<file path="src/rtl/rec_stream_ctrl.sv">
// Recording stream scheduler: accepts ADC sample pairs into a one-entry buffer and
// serializes each pair MSB-first on two data lines, framed by the adc_en strobe.
module rec_stream_ctrl #(
   parameter int DATA_W    = 10,
   parameter int FRAME_GAP = 2
) (
   input  logic              clk_ref_i,
   input  logic              resetn_i,
   input  logic              enable_i,
   input  logic [DATA_W-1:0] sample1_i,
   input  logic [DATA_W-1:0] sample2_i,
   input  logic              sample_valid_i,
   output logic              sample_ready_o,
   output logic              adc_en_o,
   output logic              rec_data1_o,
   output logic              rec_data2_o,
   output logic              busy_o,
   output logic              overrun_o,
   input  logic              overrun_clr_i
);

   localparam int BCW = $clog2(DATA_W);
   localparam int GCW = 4;
   localparam logic [BCW-1:0] BIT_LAST = BCW'(DATA_W - 1);
   localparam logic [GCW-1:0] GAP_LAST = (FRAME_GAP > 0) ? GCW'(FRAME_GAP - 1) : {GCW{1'b0}};
   localparam logic           GAP_EN   = (FRAME_GAP > 0);

   typedef enum logic [1:0] {
      ST_IDLE  = 2'd0,
      ST_SHIFT = 2'd1,
      ST_GAP   = 2'd2
   } state_t;

   state_t            state_q, state_d;
   logic [BCW-1:0]    bit_cnt_q, bit_cnt_d;
   logic [GCW-1:0]    gap_cnt_q, gap_cnt_d;
   logic [DATA_W-1:0] sh1_q, sh1_d, sh2_q, sh2_d;
   logic [DATA_W-1:0] buf1_q, buf1_d, buf2_q, buf2_d;
   logic              buf_full_q, buf_full_d;
   logic              ready_q, ready_d;
   logic              overrun_q, overrun_d;
   logic              adc_en_q, adc_en_d;
   logic              data1_q, data1_d, data2_q, data2_d;
   logic              busy_q, busy_d;
   logic              accept_s, overrun_set_s, load_cycle_s, load_s;

   // Cycles in which a buffered pair may be moved into the shift registers.
   always_comb begin
      load_cycle_s = 1'b0;
      case (state_q)
         ST_IDLE:  load_cycle_s = 1'b1;
         ST_SHIFT: load_cycle_s = (bit_cnt_q == {BCW{1'b0}}) && !GAP_EN;
         ST_GAP:   load_cycle_s = (gap_cnt_q == {GCW{1'b0}});
         default:  load_cycle_s = 1'b0;
      endcase
   end

   // Holding buffer, handshake and sticky overrun; a new overrun beats a clear.
   always_comb begin
      accept_s      = sample_valid_i & ready_q;
      overrun_set_s = sample_valid_i & ~ready_q;
      load_s        = load_cycle_s & enable_i & buf_full_q;
      buf1_d        = buf1_q;
      buf2_d        = buf2_q;
      buf_full_d    = buf_full_q;
      overrun_d     = overrun_q;
      if (accept_s) begin
         buf1_d     = sample1_i;
         buf2_d     = sample2_i;
         buf_full_d = 1'b1;
      end else if (load_s) begin
         buf_full_d = 1'b0;
      end else begin
         buf_full_d = buf_full_q;
      end
      if (overrun_set_s) begin
         overrun_d = 1'b1;
      end else if (overrun_clr_i) begin
         overrun_d = 1'b0;
      end else begin
         overrun_d = overrun_q;
      end
      ready_d = ~buf_full_d;
   end

   // Serializer FSM: a load always wins and restarts a frame from the MSB.
   always_comb begin
      state_d   = state_q;
      bit_cnt_d = bit_cnt_q;
      gap_cnt_d = gap_cnt_q;
      sh1_d     = sh1_q;
      sh2_d     = sh2_q;
      if (load_s) begin
         state_d   = ST_SHIFT;
         bit_cnt_d = BIT_LAST;
         sh1_d     = buf1_q;
         sh2_d     = buf2_q;
      end else begin
         case (state_q)
            ST_IDLE: state_d = ST_IDLE;
            ST_SHIFT: begin
               sh1_d = {sh1_q[DATA_W-2:0], 1'b0};
               sh2_d = {sh2_q[DATA_W-2:0], 1'b0};
               if (bit_cnt_q != {BCW{1'b0}}) begin
                  bit_cnt_d = bit_cnt_q - BCW'(1);
               end else if (GAP_EN) begin
                  state_d   = ST_GAP;
                  gap_cnt_d = GAP_LAST;
               end else begin
                  state_d = ST_IDLE;
               end
            end
            ST_GAP: begin
               if (gap_cnt_q != {GCW{1'b0}}) begin
                  gap_cnt_d = gap_cnt_q - GCW'(1);
               end else begin
                  state_d = ST_IDLE;
               end
            end
            default: state_d = ST_IDLE;
         endcase
      end
   end

   // Output registers take the values of the state being entered.
   always_comb begin
      busy_d   = (state_d != ST_IDLE);
      adc_en_d = (state_d == ST_SHIFT);
      data1_d  = adc_en_d & sh1_d[DATA_W-1];
      data2_d  = adc_en_d & sh2_d[DATA_W-1];
   end

   // State and output registers; reset aborts any frame and drops the buffer.
   always_ff @(posedge clk_ref_i or negedge resetn_i) begin
      if (!resetn_i) begin
         state_q    <= ST_IDLE;
         bit_cnt_q  <= {BCW{1'b0}};
         gap_cnt_q  <= {GCW{1'b0}};
         sh1_q      <= {DATA_W{1'b0}};
         sh2_q      <= {DATA_W{1'b0}};
         buf1_q     <= {DATA_W{1'b0}};
         buf2_q     <= {DATA_W{1'b0}};
         buf_full_q <= 1'b0;
         ready_q    <= 1'b1;
         overrun_q  <= 1'b0;
         adc_en_q   <= 1'b0;
         data1_q    <= 1'b0;
         data2_q    <= 1'b0;
         busy_q     <= 1'b0;
      end else begin
         state_q    <= state_d;
         bit_cnt_q  <= bit_cnt_d;
         gap_cnt_q  <= gap_cnt_d;
         sh1_q      <= sh1_d;
         sh2_q      <= sh2_d;
         buf1_q     <= buf1_d;
         buf2_q     <= buf2_d;
         buf_full_q <= buf_full_d;
         ready_q    <= ready_d;
         overrun_q  <= overrun_d;
         adc_en_q   <= adc_en_d;
         data1_q    <= data1_d;
         data2_q    <= data2_d;
         busy_q     <= busy_d;
      end
   end

   assign sample_ready_o = ready_q;
   assign adc_en_o       = adc_en_q;
   assign rec_data1_o    = data1_q;
   assign rec_data2_o    = data2_q;
   assign busy_o         = busy_q;
   assign overrun_o      = overrun_q;

endmodule
</file>
<file path="config.mk">
export PLATFORM = sky130hd
export DESIGN_NAME = rec_stream_ctrl
export DESIGN_NICKNAME = d
export VERILOG_FILES = /design/src/rtl/rec_stream_ctrl.sv
export SDC_FILE = /design/constraint.sdc
export NUM_CORES = 1
export LEC_CHECK = 0
export CAP_MARGIN = 20
export CORE_MARGIN = 2
export CORE_UTILIZATION = 45
export DETAILED_ROUTE_END_ITERATION = 7
export PLACE_DENSITY = 0.65
export SYNTH_ARGS = -nofsm -noshare
export SYNTH_HDL_FRONTEND = slang
export SYNTH_SLANG_ARGS = --single-unit
</file>
<file path="constraint.sdc">
create_clock -name clk_ref_i -period 2.06 [get_ports clk_ref_i]
set_input_delay 0.515 -clock clk_ref_i [delete_from_list [all_inputs] [get_ports clk_ref_i]]
set_output_delay 0.515 -clock clk_ref_i [all_outputs]
set_load 0.01 [all_outputs]
</file>
==> flow_summary.toml <==
[run_status]
outcome = "finished clean"

[timing]
post-route-period-util = 0.942
tightest_slew_ns = 0.387
hold_violations = 0
fmax_mhz = 515
rsz0062_at_grt = "false"
fin_tns_setup_ns = 0
setup-violations-final = 0
final.setup_skew_ns = 0.00712
fin_crit_ns = 1.94
slew_headroom = 0.742
slew_violations = 0

[detailed_routing]
via_count = 1694
ant_nets = 0
drt_iter0_drc = 77
dr_wl_met3_um = 136
wl_per_cell_um = 13.0
met2_wirelength_mm = 2.04
totalWireLength_mm = 4.35
drc_errors = 0
drt_pre_antenna_iters = 5
highest_layer = "met4"
wl_met1_mm = 2.09
avgViaCountPerCell = 5.07

[global_route]
overflow = 0
grt_max_degree = 30
antenna_found_initial = 0
grt.total_usage = 0.163
grt_pass1_wl_mm = 7.79
grt_pass1_vias = 1713

[pwr]
p_sw_mw = 1.14
irDropWorstVdd_uv = 554
p_leak_nw = 1.36
seqPwrFrac = 0.460
power_frac_clock = 0.260
powerDensity_mw_per_mm2 = 1220
intPower_mw = 2.73
combinationalPowerShare = 0.280
swShare = 0.295

[clock_tree]
clockRootBuffer = "clkbuf_8"
cts-htree-levels = 3
post-cts-setup-buffers = 0
clk_pin_slew_ns = 0.06
cts_resized = 0
clkSinkCount = 57
cts_max_path_buffers = 2
cts_tree = "built"
holdBufCountCts = 0
clk_latency_ns = 0.33
cts_buffers = 9

[layout]
final_layout_size_suffix_gt1_frac = 0.198
final_common_cell = "dfrtp_1"
final_net_count = 289
mostFrequentLayoutCells = "dfrtp_1, nand2_1, clkdlybuf4s50_1"
syn_to_final_growth_pct = 25.0
stdcell_area_mm2 = 0.00318
finalNonFillerCells = 334
diodes = 0

[run]
cap_violations = 0

[floorplanning]
start_util = 0.465
core_area_mm2 = 0.00547
die_x_um = 79.2
fp-row-count = 27
num_io_pins = 31
die_area_mm2 = 0.00628
die_height_um = 79.2

[placed_design]
dp_hpwl_mm = 3.03
place_congestion = 0.878
post-place-cells = 318
place_area_mm2 = 0.00298
port_buffers = 30

[critical_path]
cp-end-kind = "flip-flop"
worst-setup-path-type = "flip-flop to flip-flop"
cp.required_ns = 2.27
arrival_ns = 2.15
path_max_fanout = 6
critPathLaunchType = "flip-flop"

[synthesis]
synth_fp_nets = 250
synth_flop_cell = "dfrtp_1"
synthCells = 218
yosysWarnings = 0
synth_area_per_cell_um2 = 11.7
synth_enable_flop_cells = 0
synth.distinct_cells = 38
synth.cell_area_mm2 = 0.00255
ys_seq_area_frac = 0.561
synth_seq_cells = 57
synthArstFlopShare = 1.00

[hold_path]
hold_class = "input port to asynchronous set/reset pin"
==> flip-flops by register name, indices dropped and copies added (netlist names), 2 cells and up <==
register	cells
buf2_q	10
sh1_q	10
sh2_q	10
buf1_q	10
gap_cnt_q	4
state_q	2
bit_cnt_q	4
==> cells by family (layout without fill, tap and decap cells) <==
group,after synthesis,in the layout,share of synthesized area
xor+xnor,3,3,0.0103
mux,38,38,0.159
buf+inv,22,66,0.0339
compound gates,37,37,0.0953
simple gates,54,54,0.106
fa+ha+maj,7,7,0.0344
flops,57,57,0.561
==> power by group through the flow <==
stage | logic, mW | registers [mW] | clock network [mW]
after floorplan | 0.777 | 1.75 | 0
after global placement | 1.06 | 1.80 | 0
after detailed placement | 1.09 | 1.80 | 0
after CTS | 1.10 | 1.79 | 1.02
after global routing | 1.23 | 1.84 | 1.08
final | 1.09 | 1.78 | 1.01
==> layout make-up <==
type | instances | area [um^2]
Fill cell | 487 | 2290
Sequential cell | 57 | 1430
Multi-Input combinational cell | 139 | 1050
Timing Repair Buffer | 39 | 388
Clock buffer | 13 | 149
Tap cell | 72 | 90.1
Inverter | 11 | 41.3
Clock inverter | 3 | 40.0
==> routing by layer <==
metal | vias to the layer above | track usage
met5 | - | 0
met4 | 0 | 0.0931
met3 | 8 | 0.0409
met2 | 22 | 0.251
met1 | 831 | 0.209
li1 | 833 | -
==> critical path: stages (launching register included) <==
cell,delay [ns]
dfrtp_1,0.41
inv_1,0.10
ha_1,0.14
or3b_1,0.44
a211o_4,0.40
o31ai_2,0.24
o31ai_2,0.09
==> stage by stage <==
stage / hold slack (ns) / power [mW] / util / setup slack, ns
3_3_place_gp: 0.461 / 2.86 / 0.544 / 0.166
5_1_grt: 0.116 / 4.16 / 0.581 / 0.0161
3_5_place_dp: 0.462 / 2.90 / 0.544 / 0.0882
4_1_cts: 0.105 / 3.91 / 0.579 / 0.0782
2_1_floorplan: 0.219 / 2.53 / - / 0.163
6_report: 0.103 / 3.87 / 0.581 / 0.119
==> Yosys cell counts, drive strengths merged (2+ instances only) <==
cell type	count	area share
o211ai	2	0.0079
inv	11	0.016
nand2	29	0.043
nand3	3	0.0059
a211oi	2	0.0079
mux2i	18	0.071
nor2	7	0.010
xor2	2	0.0069
dfrtp	56	0.55
or3b	2	0.0069
nor4b	2	0.0069
o21ai	20	0.039
clkbuf	4	0.0059
nand3b	4	0.012
nand2b	2	0.0079
mux2	20	0.088
nor3	2	0.0039
and2	2	0.0049
a21oi	2	0.0039
o31ai	4	0.014
ha	7	0.034
buf	7	0.012
==> path summary, 6_finish.rpt <==
kind	start	cells past startpoint	slack (ns)	endpoint
min in group clk_ref_i	buf1_q[5]	2	0.47	sh1_q[5]
setup reg to reg	bit_cnt_q[0]	6	0.12	gap_cnt_q[3]
setup / recovery	bit_cnt_q[0]	6	0.12	gap_cnt_q[3]
hold / removal	resetn_i	1	0.10	buf1_q[6]
hold reg to reg	buf1_q[5]	2	0.47	sh1_q[5]
max in group asynchronous	resetn_i	2	1.36	sample_ready_o
No activity file was read; power rests on OpenSTA's default activity.
==> RTL change (same flow settings) <==
Re-encode `state_t` (3 states) as one-hot, 3 bits wide.
--- a/src/rtl/rec_stream_ctrl.sv
+++ b/src/rtl/rec_stream_ctrl.sv
@@ -27,6 +27,6 @@
 
-   typedef enum logic [1:0] {
-      ST_IDLE  = 2'd0,
-      ST_SHIFT = 2'd1,
-      ST_GAP   = 2'd2
+   typedef enum logic [2:0] {
+      ST_IDLE  = 3'b001,
+      ST_SHIFT = 3'b010,
+      ST_GAP   = 3'b100
    } state_t;
Check against the original RTL: same outputs for any inputs over 10 cycles, from zero or initial values and one cycle with resetn_i low; not proved beyond that.
==> RTL change against the original RTL <==
- sequential cell count is 1 lower
- worst setup slack worse by 0.091 ns
- die area is 5.7% lower
- sequential power is 4% higher
- design area is 6.4% lower
- power is 4.6% lower
- synthesized area is 6.0% lower
- utilization is 0.19 points higher
- wire length is 5.5% higher
- critical path type is now in2reg
- critical endpoint is now sh1_q[1]
- highest routed layer unchanged
==> RTL change: results <==
setup_path:
  cpMaxStageDelayCell: "sky130_fd_sc_hd__clkdlybuf4s50_1"
  startpoint: "enable_i"
  worst-r2r-cell-count: 8
  worstPathArrival_ns: 2.23
  crit_path_max_fanout: 12
  crit-reg2reg-launch: "gap_cnt_q[0]"
  top_cell_family_by_delay_on_the_critical_path: "buffers and inverters"
  critical_path.endpoint: "sh1_q[1]"
grt:
  grt_pass1_wl_um: 7550
  gr-usage-met1_pct: 20.9
  met3_track_utilization_from_global_routing_pct: 4.12
  pin_count_of_the_biggest_net_entering_global_routing: 57
  grt_use_total_pct: 16.2
pwr:
  totalPowerFinal_w: 0.00370
  static-leakage-power_nw: 1.34
  power.sequential.fraction_pct: 50.2
outcome:
  result_of_the_run: "completed"
cells_and_area:
  final_nets: 254
  drive_above_1_share_pct: 22.6
clock_tree:
  cts_htree_levels: 2
  cts.reportedPaths.clkPinSlew_ns: 0.10
placed_design:
  dp_worst_setup_slack_ns: -0.473
  placedInstanceArea_um2: 2850
  gp_congestion: 0.749
synth:
  synthTopCellsByCount: "54 x sky130_fd_sc_hd__dfrtp_1, 20 x sky130_fd_sc_hd__mux2_2, 17 x sky130_fd_sc_hd__and2_1"
  synthTopCellsByArea: "sky130_fd_sc_hd__dfrtp_1 56%, sky130_fd_sc_hd__mux2_2 9.4%, sky130_fd_sc_hd__a221o_1 6.7%"
  synth_cell_type_count: 36
  mappedNetlistNets: 213
timing:
  min_period_ns: 2.03
  clock_tree_skew_after_final_layout_ns: 0.00576
  slew-limit-headroom_pct: 55.5
  hold_slack_ns: 0.190
detailed_routing:
  vias_per_cell: 5.35
  detailroute.via_count: 1583
RTL change: changes by cell type after synthesis, moves of 4 or more:
| cell | before | now |
|---|---|---|
| sky130_fd_sc_hd__nand2_1 | 29 | 6 |
| sky130_fd_sc_hd__o21ai_1 | 19 | 0 |
| sky130_fd_sc_hd__a221o_1 | 0 | 16 |
| sky130_fd_sc_hd__mux2i_1 | 18 | 2 |
| sky130_fd_sc_hd__and2_1 | 2 | 17 |
| sky130_fd_sc_hd__buf_1 | 4 | 0 |
| sky130_fd_sc_hd__nor3_1 | 2 | 6 |
RTL change: layout make-up:
class / instances / area, µm²
clock buffer: 5 / 68.8
sequential: 56 / 1400
multi-input combinational: 111 / 922
inverter: 8 / 30.0
timing repair buffer: 43 / 448
tap: 70 / 87.6
fill: 414 / 2130
clock inverter: 3 / 18.8
RTL change: what timing repair did:
action	in CTS	in global routing
hold buffers	0	0
cloned	0	1
resized for setup	1	3
endpoints found under the setup margin	17	4
pin swaps	0	2
